--- src/rtl/ac97_deframer_ms.sv ---
// rtl/ac97_deframer_ms.sv - AC'97 SDATA_IN frame deframer with shadow/publish slot capture
//
// Purpose: counts accepted link bits relative to SYNC rising edges, captures
// the tag bits and the first SLOT_BITS bits of slots 1..NSLOTS into shadow
// registers, and publishes the shadows to the outputs in one step when the
// last decoded bit of the frame has been accepted.
//
// Ports:
//   sys_clk, sys_rst     clock, synchronous active-high reset
//   up_stb, up_ack       bit strobe in, acknowledge out (mirrors en)
//   up_sync, up_data     AC-link SYNC and SDATA_IN samples
//   en                   deframer enable
//   next_frame           one-cycle pulse when a frame is published
//   frame_valid          published tag bit 15
//   slot_valid           published tag valid bits, bit i-1 = slot i
//   slot_data            published slot words, slot i at [i*SLOT_BITS-1 -: SLOT_BITS]
//   locked               set once a SYNC rising edge has been accepted
//   sync_err             (only with AC97_DEFRAMER_SYNCERR_EN) sticky frame-length error
//
// Optional feature macro: AC97_DEFRAMER_SYNCERR_EN

module ac97_deframer_ms #(
    parameter int NSLOTS    = 4,
    parameter int SLOT_BITS = 20
) (
    input  logic                        sys_clk,
    input  logic                        sys_rst,
    input  logic                        up_stb,
    output logic                        up_ack,
    input  logic                        up_sync,
    input  logic                        up_data,
    input  logic                        en,
    output logic                        next_frame,
    output logic                        frame_valid,
    output logic [NSLOTS-1:0]           slot_valid,
    output logic [NSLOTS*SLOT_BITS-1:0] slot_data,
`ifdef AC97_DEFRAMER_SYNCERR_EN
    output logic                        sync_err,
`endif
    output logic                        locked
);

    // Index of the final bit of the last decoded slot; accepting it publishes.
    localparam logic [7:0] LAST_BIT  = 8'(16 + 20 * NSLOTS - 1);
    localparam logic [7:0] CNT_RESET = 8'd253;
    localparam logic [7:0] CNT_MAX   = 8'd255;

    logic [7:0]                  cnt_q, cnt_d;
    logic                        prev_sync_q, prev_sync_d;
    logic                        locked_q, locked_d;
    // Set once the counter has consumed bit 255 without a new SYNC edge;
    // further bits at the held count must not be decoded again.
    logic                        sat_q, sat_d;

    logic                        fv_sh_q, fv_sh_d;
    logic [NSLOTS-1:0]           sv_sh_q, sv_sh_d;
    logic [NSLOTS*SLOT_BITS-1:0] sd_sh_q, sd_sh_d;

    logic                        next_frame_q, next_frame_d;
    logic                        fv_q, fv_d;
    logic [NSLOTS-1:0]           sv_q, sv_d;
    logic [NSLOTS*SLOT_BITS-1:0] sd_q, sd_d;

    logic                        accept;
    logic                        sync_rise;
    logic                        decode;
    logic                        publish;

`ifdef AC97_DEFRAMER_SYNCERR_EN
    logic                        sync_err_q, sync_err_d;
`endif

    assign up_ack = en;

    always_comb begin
        cnt_d        = cnt_q;
        prev_sync_d  = prev_sync_q;
        locked_d     = locked_q;
        sat_d        = sat_q;
        fv_sh_d      = fv_sh_q;
        sv_sh_d      = sv_sh_q;
        sd_sh_d      = sd_sh_q;
        fv_d         = fv_q;
        sv_d         = sv_q;
        sd_d         = sd_q;

        accept    = up_stb & en;
        sync_rise = accept & up_sync & ~prev_sync_q;
        // Decode uses the lock state from before this bit, so the bit that
        // first locks the link is itself ignored.
        decode    = accept & locked_q & ~sat_q;
        publish   = decode & (cnt_q == LAST_BIT);

`ifdef AC97_DEFRAMER_SYNCERR_EN
        sync_err_d = sync_err_q | (sync_rise & locked_q & (cnt_q != CNT_MAX));
`endif

        if (accept) begin
            prev_sync_d = up_sync;
            if (sync_rise) begin
                cnt_d    = 8'd0;
                locked_d = 1'b1;
                sat_d    = 1'b0;
            end else if (cnt_q == CNT_MAX) begin
                sat_d = 1'b1;
            end else begin
                cnt_d = cnt_q + 8'd1;
            end
        end

        if (decode) begin
            if (cnt_q == 8'd0) begin
                fv_sh_d = up_data;
            end
            for (int i = 0; i < NSLOTS; i++) begin
                if (int'(cnt_q) == i + 1) begin
                    sv_sh_d[i] = up_data;
                end
                // Slots are 20 link bits wide; only the first SLOT_BITS are
                // shifted in, the remainder of the slot is dropped.
                if ((int'(cnt_q) >= 16 + 20 * i) &&
                    (int'(cnt_q) <  16 + 20 * i + SLOT_BITS)) begin
                    sd_sh_d[i*SLOT_BITS +: SLOT_BITS] =
                        {sd_sh_q[i*SLOT_BITS +: SLOT_BITS-1], up_data};
                end
            end
        end

        next_frame_d = publish;
        if (publish) begin
            fv_d = fv_sh_d;
            sv_d = sv_sh_d;
            sd_d = sd_sh_d;
        end
    end

    always_ff @(posedge sys_clk) begin
        if (sys_rst) begin
            cnt_q        <= CNT_RESET;
            prev_sync_q  <= 1'b0;
            locked_q     <= 1'b0;
            sat_q        <= 1'b0;
            fv_sh_q      <= 1'b0;
            sv_sh_q      <= '0;
            sd_sh_q      <= '0;
            next_frame_q <= 1'b0;
            fv_q         <= 1'b0;
            sv_q         <= '0;
            sd_q         <= '0;
`ifdef AC97_DEFRAMER_SYNCERR_EN
            sync_err_q   <= 1'b0;
`endif
        end else begin
            cnt_q        <= cnt_d;
            prev_sync_q  <= prev_sync_d;
            locked_q     <= locked_d;
            sat_q        <= sat_d;
            fv_sh_q      <= fv_sh_d;
            sv_sh_q      <= sv_sh_d;
            sd_sh_q      <= sd_sh_d;
            next_frame_q <= next_frame_d;
            fv_q         <= fv_d;
            sv_q         <= sv_d;
            sd_q         <= sd_d;
`ifdef AC97_DEFRAMER_SYNCERR_EN
            sync_err_q   <= sync_err_d;
`endif
        end
    end

    assign next_frame  = next_frame_q;
    assign frame_valid = fv_q;
    assign slot_valid  = sv_q;
    assign slot_data   = sd_q;
    assign locked      = locked_q;
`ifdef AC97_DEFRAMER_SYNCERR_EN
    assign sync_err    = sync_err_q;
`endif

endmodule

--- config.mk ---
export PLATFORM = sky130hd
export DESIGN_NAME = ac97_deframer_ms
export DESIGN_NICKNAME = d
export VERILOG_FILES = /design/src/rtl/ac97_deframer_ms.sv
export SDC_FILE = /design/constraint.sdc
export NUM_CORES = 1
export LEC_CHECK = 0
export CAP_MARGIN = 0
export CORE_AREA = 2 2 101 127
export DETAILED_ROUTE_END_ITERATION = 6
export DIE_AREA = 0 0 103 129
export GPL_ROUTABILITY_DRIVEN = 0
export GPL_TIMING_DRIVEN = 1
export PLACE_DENSITY = 0.8
export SETUP_SLACK_MARGIN = 0.4
export SLEW_MARGIN = 0
export SYNTH_ARGS = -nofsm -noshare
export SYNTH_HDL_FRONTEND = slang
export SYNTH_SLANG_ARGS = --single-unit
--- constraint.sdc ---
create_clock -name sys_clk -period 4.53 [get_ports sys_clk]
set_input_delay 0.6795 -clock sys_clk [delete_from_list [all_inputs] [get_ports sys_clk]]
set_output_delay 0.6795 -clock sys_clk [all_outputs]
set_load 0.02 [all_outputs]
==> flow_summary.toml, run 1 <==
[grt]
grt_pass1_vias = 4828
grt_usage = 0.2161
grt_overflow = 0
grt_antenna_before_repair = 0
grt_max_degree = 143
grt_pass1_wl_um = 22740

[clock_network]
cts_resized = 0
clockBufferDepth = 2
h-tree-depth = 4
cts_buffers = 17
cts_setup_buffers = 0
clk_pin_slew_worst_paths_ns = 0.06
cts_tree = "yes"
cts.sinks = 181
cts_root_buffer = "clkbuf_16"
hold_buffers = 0
clkLatencyLatePin_ns = 0.42

[run]
maxCapViolCount = 0

[route]
vias = 5115
routed_wl_um = 14060
drt.antenna.violating_nets = 0
drt_iter0_markers = 196
drtPass1Iterations = 5
detail_route.wl_per_cell_um = 14.85
drc = 0
viasPerCell = 5.401

[setup_path]
cp_common_cell = "clkdlybuf4s50_1"
critPathKind = "input port to output pin"
cp_data_arrival_time_ns = 1.89
critPathCaptureType = "output pin"
cp_slowest_stage_delay_ns = 0.65
crit_path_start_kind = "input port"
path_cells = "clkdlybuf4s50_1 > clkdlybuf4s50_1"
path_max_fanout = 7
cp_slowest_cell = "clkdlybuf4s50_1"
path_delay_family = "buffers and inverters"
crit_buf_inv = 2
cp.required_ns = 3.85

[floorplan]
die_h_um = 129
row_count = 45
die_x_um = 103
start_util = 0.5729
die-area_um2 = 13290
ios = 94
coreArea_um2 = 12050

[timing]
setup_viol = 0
finClkSkew_ns = 0.006358
hold_violations = 0
max_slew.worst_pin.slew_ns = 1.120
finalSetupTns_ns = 0
drv_slew = 0
slew_headroom = 0.2466
fmaxAchievable_ghz = 0.3884
fin_crit_sh = 0.5683
period_minus_slack_ns = 2.574
rsz0062_at_grt = "no"

[yosys]
synth_seq_cells = 181
avgSynthCellArea_um2 = 9.750
syn_area_um2 = 6903
syn_inst = 708
ys.flop_type = "dfxtp_1"
syn_nets = 718
synth-edff-count = 0
yosys_warnings = 0
yosysUniqueCellTypes = 41
ys_seq_area_frac = 0.5249
async_reset_ff_frac = 0

[place]
hpwl_um = 8844
portBuffers = 93

[final_layout]
num_antenna_cells = 0
drive_above_1_share = 0.1047
nets = 783
area_growth_pct = 22.04

[status]
status = "finished, final reports clean"

[power]
ir_worst_vdd_mv = 0.2441
fin_total_pwr_mw = 3.269
power.leakage_nw = 3.274
p_per_area_nw_per_um2 = 388.0

[hold_path]
holdCritPathClass = "register to register"
stage by stage:
step	cell area, um2	worst slack (ns)	hold WS (ns)	cells	util
after global routing	8424	1.833	0.4775	947	0.6992
after floorplan	6903	2.661	0.4312	708	-
after CTS	8424	1.951	0.4554	947	0.6992
after global placement	7790	1.840	0.4456	918	0.6465
final	8424	1.956	0.4521	947	0.6992
after detailed placement	7790	1.727	0.4465	918	0.6465
layout make-up:
class,instances,area (um2)
Clock buffer,20,456.7
Multi-Input combinational cell,468,2954
Clock inverter,9,177.7
Fill cell,914,3625
Inverter,4,15.01
Tap cell,164,205.2
Timing Repair Buffer,101,992.2
Sequential cell,181,3623
report_power, final:
part	leakage [nW]	switching (mW)	internal (mW)
clock network	0.312	0.580	0.999
registers	1.46	0.0153	1.60
logic	1.50	0.0536	0.0232
total	3.27	0.649	2.62
synthesized netlist by cell type (3+ instances only):
| cell type | number | area (um2) |
|---|---|---|
| dfxtp_1 | 181 | 3623 |
| nor2_1 | 124 | 465.5 |
| nand2_1 | 100 | 375.4 |
| mux2i_1 | 82 | 820.8 |
| a21oi_1 | 50 | 250.2 |
| a211oi_2 | 41 | 513.0 |
| clkbuf_1 | 22 | 82.58 |
| buf_2 | 17 | 85.08 |
| nand4_1 | 10 | 62.56 |
| buf_6 | 9 | 101.4 |
| buf_4 | 7 | 52.55 |
| nor3_1 | 7 | 35.03 |
| o211ai_1 | 7 | 52.55 |
| o21ai_0 | 7 | 35.03 |
| ha_1 | 4 | 50.05 |
| inv_1 | 4 | 15.01 |
| a21o_1 | 3 | 22.52 |
| nand3_1 | 3 | 15.01 |
layout by cell type, fill, tap and decap left out, types with 4 or more instances in the layout:
cell,n
clkdlybuf4s50_1,92
nand4_1,10
bufinv_16,5
dfxtp_1,181
o211ai_1,7
ha_1,4
nor2_1,124
nor3_1,6
buf_4,8
o21ai_0,7
a211oi_2,41
mux2i_1,82
clkbuf_16,17
nand2_1,100
inv_1,4
a21oi_1,50
state kept, by name (all words and copies together), names as in the netlist:
name         flops
frame_valid      1
next_frame       1
cnt_q            8
slot_data       80
locked           1
sat_q            1
fv_sh_q          1
sv_sh_q          4
slot_valid       4
sd_sh_q         79
prev_sync_q      1
kinds of logic (layout without fill, tap and decap cells):
family          count (synthesis)  in the layout  synth area share
fa+ha+maj                       4              4          0.007251
simple gates                  261            261            0.1582
buf+inv                        59            134           0.04876
flops                         181            181            0.5249
compound gates                119            119            0.1394
mux                            82             82            0.1189
xor+xnor                        2              2          0.002538
routing by layer:
layer | vias to the layer above | track usage | routed length, um
met5 | - | 0 | 0
met4 | 0 | 0.07585 | 229
met3 | 27 | 0.06790 | 649
met2 | 134 | 0.3671 | 7137
met1 | 2407 | 0.2557 | 6045
li1 | 2547 | - | -
path summary, 6_finish.rpt:
kind / startpoint / to / slack (ns) / depth (start not counted)
setup / recovery: en / up_ack / 1.96 / 2
hold / removal: slot_data[44] / slot_data[44] / 0.45 / 2
setup reg to reg: cnt_q[0] / slot_data[37] / 2.00 / 6
hold reg to reg: slot_data[44] / slot_data[44] / 0.45 / 2
Power figures use the tool's default switching activity.
==> inputs of run 2 (changes only) <==
- CORE_AREA: 2 2 101 127 -> 2 2 110 138
- DIE_AREA: 0 0 103 129 -> 0 0 112 140
- PLACE_DENSITY: 0.8 -> 0.71
- clock period: 4.53 -> 2.15 ns (I/O delays scaled with it)
==> flow_summary.toml, run 2 (same netlist as run 1, synthesis figures left out) <==
[grt]
grt_pass1_wl_um = 25750
grt_max_degree = 79
grt_usage = 0.1991
grt_antenna_before_repair = 0
grt_pass1_vias = 5326
grt_overflow = 0
top_usage_layer = "met2"
grt_use_met3 = 0.06188
met2_usage = 0.3359
grtUsageMet1 = 0.2415

[clock_network]
cts_tree = "yes"
clk_pin_slew_worst_paths_ns = 0.06
clockBufferDepth = 2
h-tree-depth = 4
clkLatencyLatePin_ns = 0.43
cts.sinks = 181
hold_buffers = 0
cts_buffers = 17
cts_root_buffer = "clkbuf_16"

[power]
p_per_area_nw_per_um2 = 717.8
power.leakage_nw = 3.883
ir_worst_vdd_mv = 0.6142

[setup_path]
path_cells = "or3b_4 > nor3_4 > buf_4 > buf_6 > buf_16 > buf_8 > nor2_1 > a211oi_2"
timing.rr.end = "slot_valid[3]"
crit_cells = 8
r2r_slack_ns = 0.31
path_max_fanout = 5
crit_buf_inv = 4
critPathCaptureType = "register"
cp_data_arrival_time_ns = 2.18
cp.required_ns = 2.49
crit-reg2reg-launch = "cnt_q[7]"
cp_slowest_stage_delay_ns = 0.44
endpoint = "slot_valid[3]"
crit_start = "cnt_q[7]"
crit_path_start_kind = "register"
path_delay_family = "simple AND/OR/NAND/NOR gates"
rr_worst_depth = 8
cp_slowest_cell = "or3b_4"
critPathKind = "register to register"

[final_layout]
largest_register_ffs = 80
final_cell_mix = "172 x dfxtp_1, 122 x nor2_1, 99 x nand2_1"
nets = 826
final_util = 0.6502
area_growth_pct = 35.13
drive_above_1_share = 0.2039
num_antenna_cells = 0
post-route-cell-area_um2 = 9328
fillers = 1140
final_common_cell = "dfxtp_1"
final_cells = 1007

[place]
portBuffers = 93
placed_area_um2 = 8066
placedCellCount = 946
hpwl_um = 9172

[floorplan]
start_util = 0.4812
coreArea_um2 = 14350
die_h_um = 140
row_count = 49
die-area_um2 = 15680
die_x_um = 112
ios = 94

[route]
vias = 5410
viasPerCell = 5.372
routed_wl_um = 15790
drt.antenna.violating_nets = 0
drt_iter0_markers = 224
detail_route.wl_per_cell_um = 15.68
drc = 0
drtPass1Iterations = 4

[timing]
fmaxAchievable_ghz = 0.5440
hold_violations = 0
max_slew.worst_pin.slew_ns = 0.6942
setup_viol = 0
finalSetupTns_ns = 0
slew_headroom = 0.5372
fin_crit_sh = 0.8549
rsz0062_at_grt = "yes"
finClkSkew_ns = 0.008712
period_minus_slack_ns = 1.838
drv_slew = 0

[status]
status = "finished, final reports clean"

[run]
maxCapViolCount = 0

[hold_path]
holdCritPathClass = "input port to register"
## run 2: changes by cell type in the layout (fill, tap and decap cells not counted), moves of 5 or more
cell             previous run  this run
a21oi_1                    50        43
a21oi_2                     0         7
buf_12                      0        12
buf_16                      0         6
buf_4                       8        23
clkdlybuf4s50_1            92        67
clkinvlp_4                  0         5
dfxtp_1                   181       172
dfxtp_4                     0         6
dlygate4sd2_1               0         5
dlymetal6s2s_1              0        20
mux2i_1                    82        65
mux2i_2                     0        17
## run 2: worst reg2reg max path, stage by stage, from the launching register on
cell	delay (ns)
dfxtp_4	0.36
or3b_4	0.44
nor3_4	0.26
buf_4	0.16
buf_6	0.10
buf_16	0.11
buf_8	0.11
nor2_1	0.05
a211oi_2	0.17
## run 2: what timing repair did
action,CTS,global route
gates cloned,5,3
buffers inserted,16,5
gates resized for setup,32,60
pin swaps,9,9
setup endpoints to repair,145,146
## run 2: how the worst min path moves through the flow
stage | start | end | slack (ns) | cells past startpoint
global placement | slot_valid[1] | slot_valid[1] | 0.44 | 2
floorplan | sd_sh_q[78] | slot_data[79] | 0.43 | 2
detailed placement | slot_data[56] | slot_data[56] | 0.45 | 2
global route | sys_rst | sd_sh_q[1] | 0.40 | 2
CTS | sys_rst | sd_sh_q[12] | 0.37 | 2
finish | sys_rst | sd_sh_q[13] | 0.38 | 2
## run 2: through the flow
stage	hold slack [ns]	power, mW	worst slack, ns
2_1_floorplan	0.4312	3.597	0.3978
3_3_place_gp	0.4432	3.646	0.1169
3_5_place_dp	0.4494	3.650	0.03096
4_1_cts	0.3741	6.732	0.3495
5_1_grt	0.3954	6.916	0.2608
6_report	0.3840	6.695	0.3119
## run 2: report_power, final
part | leakage, nW | total (mW) | switching, mW | internal [mW]
registers | 1.46 | 3.40 | 0.0298 | 3.37
logic | 2.15 | 0.218 | 0.140 | 0.0781
clock network | 0.275 | 3.08 | 1.27 | 1.81
total | 3.88 | 6.69 | 1.44 | 5.25
## run 2: metal layers
| metal | share of wire | up-vias | wire [um] |
|---|---|---|---|
| met5 | 0 | - | 0 |
| met4 | 0.019 | 0 | 297 |
| met3 | 0.055 | 29 | 862 |
| met2 | 0.50 | 150 | 7867 |
| met1 | 0.43 | 2587 | 6759 |
| li1 | - | 2644 | - |
## run 2: final cells by class
| cell class | instances | area (um2) | area share |
|---|---|---|---|
| clock inverter | 10 | 120.1 | 0.01288 |
| inverter | 4 | 15.01 | 0.001610 |
| sequential | 181 | 3650 | 0.3913 |
| timing repair buffer | 144 | 1740 | 0.1866 |
| clock buffer | 22 | 474.2 | 0.05084 |
| multi-input combinational | 468 | 3105 | 0.3329 |
| tap | 178 | 222.7 | 0.02388 |
